$ cat src/rtl/mem_port_arbiter.sv
// mem_port_arbiter: shares one single-ported fixed-latency memory between the IF and MEM stages.
// MEM wins ties as the older instruction; a starvation counter forces IF through after STARVE_LIMIT MEM wins.
module mem_port_arbiter #(
    parameter int MEM_LATENCY  = 2,
    parameter int STARVE_LIMIT = 4
) (
    input  logic        clk_i,
    input  logic        reset_i,
    input  logic        if_req_i,
    input  logic [31:0] if_addr_i,
    output logic        if_ack_o,
    output logic [31:0] if_rdata_o,
    input  logic        dm_req_i,
    input  logic        dm_we_i,
    input  logic [31:0] dm_addr_i,
    input  logic [31:0] dm_wdata_i,
    output logic        dm_ack_o,
    output logic [31:0] dm_rdata_o,
    output logic        mem_en_o,
    output logic        mem_we_o,
    output logic [31:0] mem_addr_o,
    output logic [31:0] mem_wdata_o,
    input  logic [31:0] mem_rdata_i,
    output logic        stall_if_o,
    output logic        stall_mem_o,
    output logic        busy_o
);
    localparam logic [1:0] IDLE  = 2'd0;
    localparam logic [1:0] ISSUE = 2'd1;
    localparam logic [1:0] WAIT  = 2'd2;
    localparam logic [1:0] RESP  = 2'd3;

    logic [1:0]  state_q, state_d;
    logic        own_q, own_d;
    logic        we_q, we_d;
    logic [31:0] addr_q, addr_d;
    logic [31:0] wdata_q, wdata_d;
    logic [31:0] if_rdata_q, if_rdata_d;
    logic [31:0] dm_rdata_q, dm_rdata_d;
    logic [3:0]  lat_q, lat_d;
    logic [3:0]  starve_q, starve_d;
    logic        take, grant_mem, last;

    assign take      = state_q == IDLE && (if_req_i || dm_req_i);
    assign grant_mem = dm_req_i && !(if_req_i && starve_q == 4'(STARVE_LIMIT));
    assign last      = state_q == WAIT && lat_q == 4'd0;

    // own_q = 1 means the MEM stage owns the current transaction
    always_comb begin
        state_d    = state_q == IDLE  ? (take ? ISSUE : IDLE) :
                     state_q == ISSUE ? WAIT :
                     state_q == WAIT  ? (lat_q == 4'd0 ? RESP : WAIT) : IDLE;
        own_d      = take ? grant_mem : own_q;
        we_d       = take ? grant_mem && dm_we_i : we_q;
        addr_d     = take ? (grant_mem ? dm_addr_i : if_addr_i) : addr_q;
        wdata_d    = take ? (grant_mem ? dm_wdata_i : 32'd0) : wdata_q;
        starve_d   = !take ? starve_q :
                     !(grant_mem && if_req_i) ? 4'd0 :
                     starve_q == 4'hF ? starve_q : starve_q + 4'd1;
        lat_d      = state_q == ISSUE ? 4'(MEM_LATENCY - 1) :
                     state_q == WAIT && lat_q != 4'd0 ? lat_q - 4'd1 : lat_q;
        if_rdata_d = last && !own_q ? mem_rdata_i : if_rdata_q;
        dm_rdata_d = last && own_q && !we_q ? mem_rdata_i : dm_rdata_q;
    end

    always_ff @(posedge clk_i) begin
        if (reset_i) begin
            state_q    <= IDLE;
            own_q      <= 1'b0;
            we_q       <= 1'b0;
            addr_q     <= 32'd0;
            wdata_q    <= 32'd0;
            if_rdata_q <= 32'd0;
            dm_rdata_q <= 32'd0;
            lat_q      <= 4'd0;
            starve_q   <= 4'd0;
        end else begin
            state_q    <= state_d;
            own_q      <= own_d;
            we_q       <= we_d;
            addr_q     <= addr_d;
            wdata_q    <= wdata_d;
            if_rdata_q <= if_rdata_d;
            dm_rdata_q <= dm_rdata_d;
            lat_q      <= lat_d;
            starve_q   <= starve_d;
        end
    end

    assign mem_en_o    = state_q == ISSUE;
    assign mem_we_o    = mem_en_o && we_q;
    assign mem_addr_o  = addr_q;
    assign mem_wdata_o = wdata_q;
    assign if_ack_o    = state_q == RESP && !own_q;
    assign dm_ack_o    = state_q == RESP && own_q;
    assign if_rdata_o  = if_rdata_q;
    assign dm_rdata_o  = dm_rdata_q;
    assign stall_if_o  = if_req_i && !if_ack_o;
    assign stall_mem_o = dm_req_i && !dm_ack_o;
    assign busy_o      = state_q != IDLE;
endmodule

$ cat config.mk
export PLATFORM = sky130hd
export DESIGN_NAME = mem_port_arbiter
export DESIGN_NICKNAME = d
export VERILOG_FILES = /design/src/rtl/mem_port_arbiter.sv
export SDC_FILE = /design/constraint.sdc
export NUM_CORES = 1
export LEC_CHECK = 0
export ABC_AREA = 1
export CAP_MARGIN = 20
export CORE_MARGIN = 2
export CORE_UTILIZATION = 44
export CTS_CLUSTER_SIZE = 12
export DETAILED_ROUTE_END_ITERATION = 16
export GPL_ROUTABILITY_DRIVEN = 0
export HOLD_SLACK_MARGIN = 0.15
export PLACE_DENSITY = 0.9
export SLEW_MARGIN = 20
export SYNTH_ARGS = -nofsm -noshare
export SYNTH_HDL_FRONTEND = slang
export SYNTH_SLANG_ARGS = --single-unit
$ cat constraint.sdc
create_clock -name clk_i -period 2.6 [get_ports clk_i]
set_input_delay 0.26 -clock clk_i [delete_from_list [all_inputs] [get_ports clk_i]]
set_output_delay 0.26 -clock clk_i [all_outputs]
set_load 0.01 [all_outputs]
Word level (Yosys, flattened, before mapping)
Index checks and enable logic that the tools add are counted.
Storage, ports and cells
  register bits: 140
  input port bits: 133
  logic and storage cells: 57
  output and inout port bits: 135
Operators by class
  eq/ne operators: 6
  muxes and demuxes: 11
  reductions and logical operators: 28
  add/subtract/negate cells: 2
Operators with widths (number)
  $mux 32: 2
  $logic_and 1x1->1: 15
  $mux 4: 2
  $mux 2: 3
  $logic_not 1->1: 5
  $add 4x1->4 const B: 1
  $eq 2x2->1 const B: 2
  $eq 4x3->1 const B: 1
  $eq 4x4->1 const B: 1
  $logic_not 4->1: 1
  $mux 1: 4
  $reduce_bool 2->1: 2
  $reduce_bool 4->1: 1
  $sub 4x1->4 const B: 1
  $eq 2x1->1 const B: 1
  $logic_not 2->1: 1
  $ne 2x2->1 const B: 1
  $reduce_and 2->1: 1
  $reduce_or 2->1: 1
  $logic_or 1x1->1: 1

Logic depth before layout (Yosys ltp)
  word-level depth: 7
  mapped depth: 10
  gate-level depth less buffers: 9

Worst setup path before layout
Ideal clock, no wire load.
  kind: reg-to-reg
  from: reg state_q[0]
  to: reg wdata_q[0] (netlist: mem_wdata_o[0])
  path buffers: 1
  setup time: 0.070 ns
  arrival: 1.426 ns
  path slack: 1.103 ns
  required time: 2.530 ns
  cell stages (with the launch flop): 9
  period minus slack after synthesis: 1.497 ns
  cell sequence: dfxtp_1 -> inv_1 -> ha_1 -> inv_1 -> a21oi_4 -> inv_2 -> clkbuf_1 -> nand2_1 -> a21oi_1
Between the ends
  word-level cells in the longest chain between the ends: 2
RTL lines
  start, declared: RTL line 33  | logic [1:0] state_q, state_d;
  start signal, assigned: RTL line 78  | state_q <= state_d;
  $logic_not 2->1: RTL line 44  | assign take = state_q == IDLE && (if_req_i || dm_req_i);
  $logic_and 1x1->1: RTL line 44
  end signal, assigned: RTL line 82  | wdata_q <= wdata_d;
  end, declared: RTL line 37  | logic [31:0] wdata_q, wdata_d;
No other way between the ends.
A chain may end at the register's enable or synchronous reset.

Final worst setup path
  from: reg starve_q[0]
  to: reg addr_q[23] (netlist: mem_addr_o[23])
Between the ends
  word-level cells in the longest chain between the ends: 5
RTL lines
  start, declared: RTL line 41  | logic [3:0] starve_q, starve_d;
  start signal, assigned: RTL line 86  | starve_q <= starve_d;
  $eq 4x3->1: RTL line 45  | assign grant_mem = dm_req_i && !(if_req_i && starve_q == 4'(STARVE_LIMIT));
  $logic_and 1x1->1: RTL line 45
  $logic_not 1->1: RTL line 45
  $logic_and 1x1->1: RTL line 45
  $mux 32: RTL line 55  | addr_d = take ? (grant_mem ? dm_addr_i : if_addr_i) : addr_q;
  end signal, assigned: RTL line 81  | addr_q <= addr_d;
  end, declared: RTL line 36  | logic [31:0] addr_q, addr_d;
No other way between the ends.

==> reports/metrics.csv <==
metric,value,unit
area of the multi-input gates,2461,um^2
DR DRC count,0,
DRT iter0 DRCs,703,
Via-to-Cell Ratio,4.981,
distinct cell type count after synthesis,23,
DR pass1 iterations,5,
Final Slew Violations,0,
Worst setup EP type,flop,
"area leader, netlist",dfxtp_1,
FMAX,435.4,MHz
Final TNS setup,0,ns
TritonCTS clock tree,done,
layout cell share with drive strength beyond 1,0.05118,
CP max FO,32,
drt total wl,18010,um
worst slew pin tran,0.9387,ns
synthesized net count,939,
Hold Fails Final Rpt,0,
Synth area leaders,"dfxtp_1, nand2_1, a21oi_1, nand3_1, nor2_1",
TritonCTS Buffers,17,
largest net degree at the start of global routing,70,
fill cell count,934,
area share of the largest cell type after synthesis,0.4900,
RSZ-0062 raised after global routing,no,
starting density of the core,0.4514,
Mapped Avg Cell Area,7.167,um^2
Clock transition at path regs,0.06,ns
"Core Util, Final",0.7147,
Vias,6112,
clock buffer depth,2,
design area,9056,um^2
GRT Util Overall,0.2555,
mapped cell area,5719,um^2
PwrDens,621.5,nW/um^2
DP Area,8467,um^2
die span in y,118.0,um
Hold/Removal Path Class,input port to flop,
wire length of the first global-routing pass,28540,um
H-tree depth,4,
leakage power,3.620,nW
status,"complete, no violations",
Worst Setup Start Kind,flop,
core box area,12670,um^2
Final Critical Period,2.297,ns
Site Rows,41,
Power Total,0.005628,W
cts hold-fix bufs,0,
I/O pins,268,
GRT overflow,0,
clk sinks,140,
Final period util,0.8833,
Cells after Synth,798,
Rel. slew slack,0.3735,
register area share after synthesis,0.4900,
number of diodes,0,
Setup Viol. Count Final,0,
"IR drop worst, VDD",0.3617,mV
Worst Skew,0.007690,ns
vias in the first global route,5717,
postcts setup bufs,0,
initial antenna violation count,0,
YS warnings,0,
Die Width,118.0,um
antenna-violating nets left,0,
MaxCap Viol Count,0,
WL per Instance,14.68,um
port bufs,267,
Area growth syn-to-layout,58.35,%
Synth Register Bits,140,
HPWL Detailed,12740,um
clock root buffer,clkbuf_16,
DIE AREA,13930,um^2
fin nets,1183,
clk_lat worst skew,0.42,ns
Setup CP Type,flop to flop,
CP required,2.96,ns
CTS resizes,0,
WP data arrival,2.66,ns
sequential cell area,2803,um^2
==> Yosys cell counts (all sizes together) <==
cell type	n
a21oi	106
buf	27
ha	8
nor2	78
nor4	1
dfxtp	140
nand4	5
o21ai	1
o21a	1
nand2	243
xor2	3
inv	56
clkbuf	26
a211oi	1
nand3	102
==> layout by cell type (no fill, tap or decap), types with 2 or more instances in the layout <==
cell type	n
clkdlybuf4s50_1	266
nand2_1	242
dfxtp_1	140
a21oi_1	105
nand3_1	102
nor2_1	75
inv_1	51
clkbuf_16	17
buf_4	10
ha_1	8
inv_2	5
nand4_1	5
clkinv_4	5
inv_6	4
xor2_1	3
nor2_4	2
clkinv_2	2
bufinv_16	2
clkinvlp_4	2
buf_12	2
==> stage by stage <==
step	cells	setup WS, ns	hold slack (ns)
after global routing	1227	0.1525	0.3259
after global placement	1195	0.4789	0.4470
after detailed placement	1195	0.3997	0.4526
after floorplan	798	1.103	0.4028
final	1227	0.3034	0.3065
after CTS	1227	0.4095	0.2990
==> cells by family (layout without fill, tap and decap cells) <==
| family | count (synthesis) | in the layout | share of synthesized area |
|---|---|---|---|
| and+or+nand+nor | 429 | 429 | 0.3087 |
| DFF | 140 | 140 | 0.4900 |
| AOI/OAI and AO/OA | 109 | 109 | 0.09823 |
| buffers and inverters | 109 | 366 | 0.08094 |
| adders and majority gates | 8 | 8 | 0.01750 |
| xor gates and xnor gates | 3 | 3 | 0.004595 |
==> registers in the layout (all words and copies together) (netlist names) <==
name / flops
state_q: 2
own_q: 1
starve_q: 4
if_rdata_o: 32
mem_addr_o: 32
lat_q: 4
we_q: 1
dm_rdata_o: 32
mem_wdata_o: 32
==> per-layer routing <==
metal | share of wire | GRT usage | vias up
li1 | - | - | 3044
met1 | 0.39 | 0.2842 | 2722
met2 | 0.49 | 0.4437 | 309
met3 | 0.094 | 0.08866 | 37
met4 | 0.024 | 0.1054 | 0
met5 | 0 | 0 | -
==> worst max-delay path, stage by stage, from the launching register on <==
cell,delay [ns]
dfxtp_1,0.38
inv_1,0.07
ha_1,0.22
nand4_1,0.12
nand2_2,0.20
inv_1,0.75
nand2_1,0.23
nand3_1,0.15
nand2_1,0.06
inv_1,0.05
==> power breakdown <==
group	switching [W]	leakage [nW]	internal, W	total [W]
Clock	0.000965	0.285	0.00143	0.00239
Sequential	0.0000573	1.14	0.00225	0.00231
Combinational	0.000456	2.19	0.000472	0.000928
==> cell type report <==
| class | instances | area share |
|---|---|---|
| Tap cell | 172 | 0.02376 |
| Timing Repair Buffer | 278 | 0.3067 |
| Clock inverter | 15 | 0.01810 |
| Inverter | 56 | 0.02321 |
| Sequential cell | 140 | 0.3095 |
| Multi-Input combinational cell | 549 | 0.2718 |
| Clock buffer | 17 | 0.04697 |
==> path summary, 6_finish.rpt <==
| check | from | endpoint | slack, ns | cells after the start |
|---|---|---|---|---|
| setup / recovery | starve_q[0]$_SDFFE_PP0P_ | mem_addr_o[23]$_SDFFE_PP0P_ | 0.30 | 9 |
| hold / removal | reset_i | mem_wdata_o[15]$_SDFFE_PP0P_ | 0.31 | 2 |
| setup reg to reg | starve_q[0]$_SDFFE_PP0P_ | mem_addr_o[23]$_SDFFE_PP0P_ | 0.30 | 9 |
| hold reg to reg | dm_rdata_o[26]$_SDFFE_PP0P_ | dm_rdata_o[26]$_SDFFE_PP0P_ | 0.46 | 2 |
Note: power is estimated with default switching activity, not from simulation.
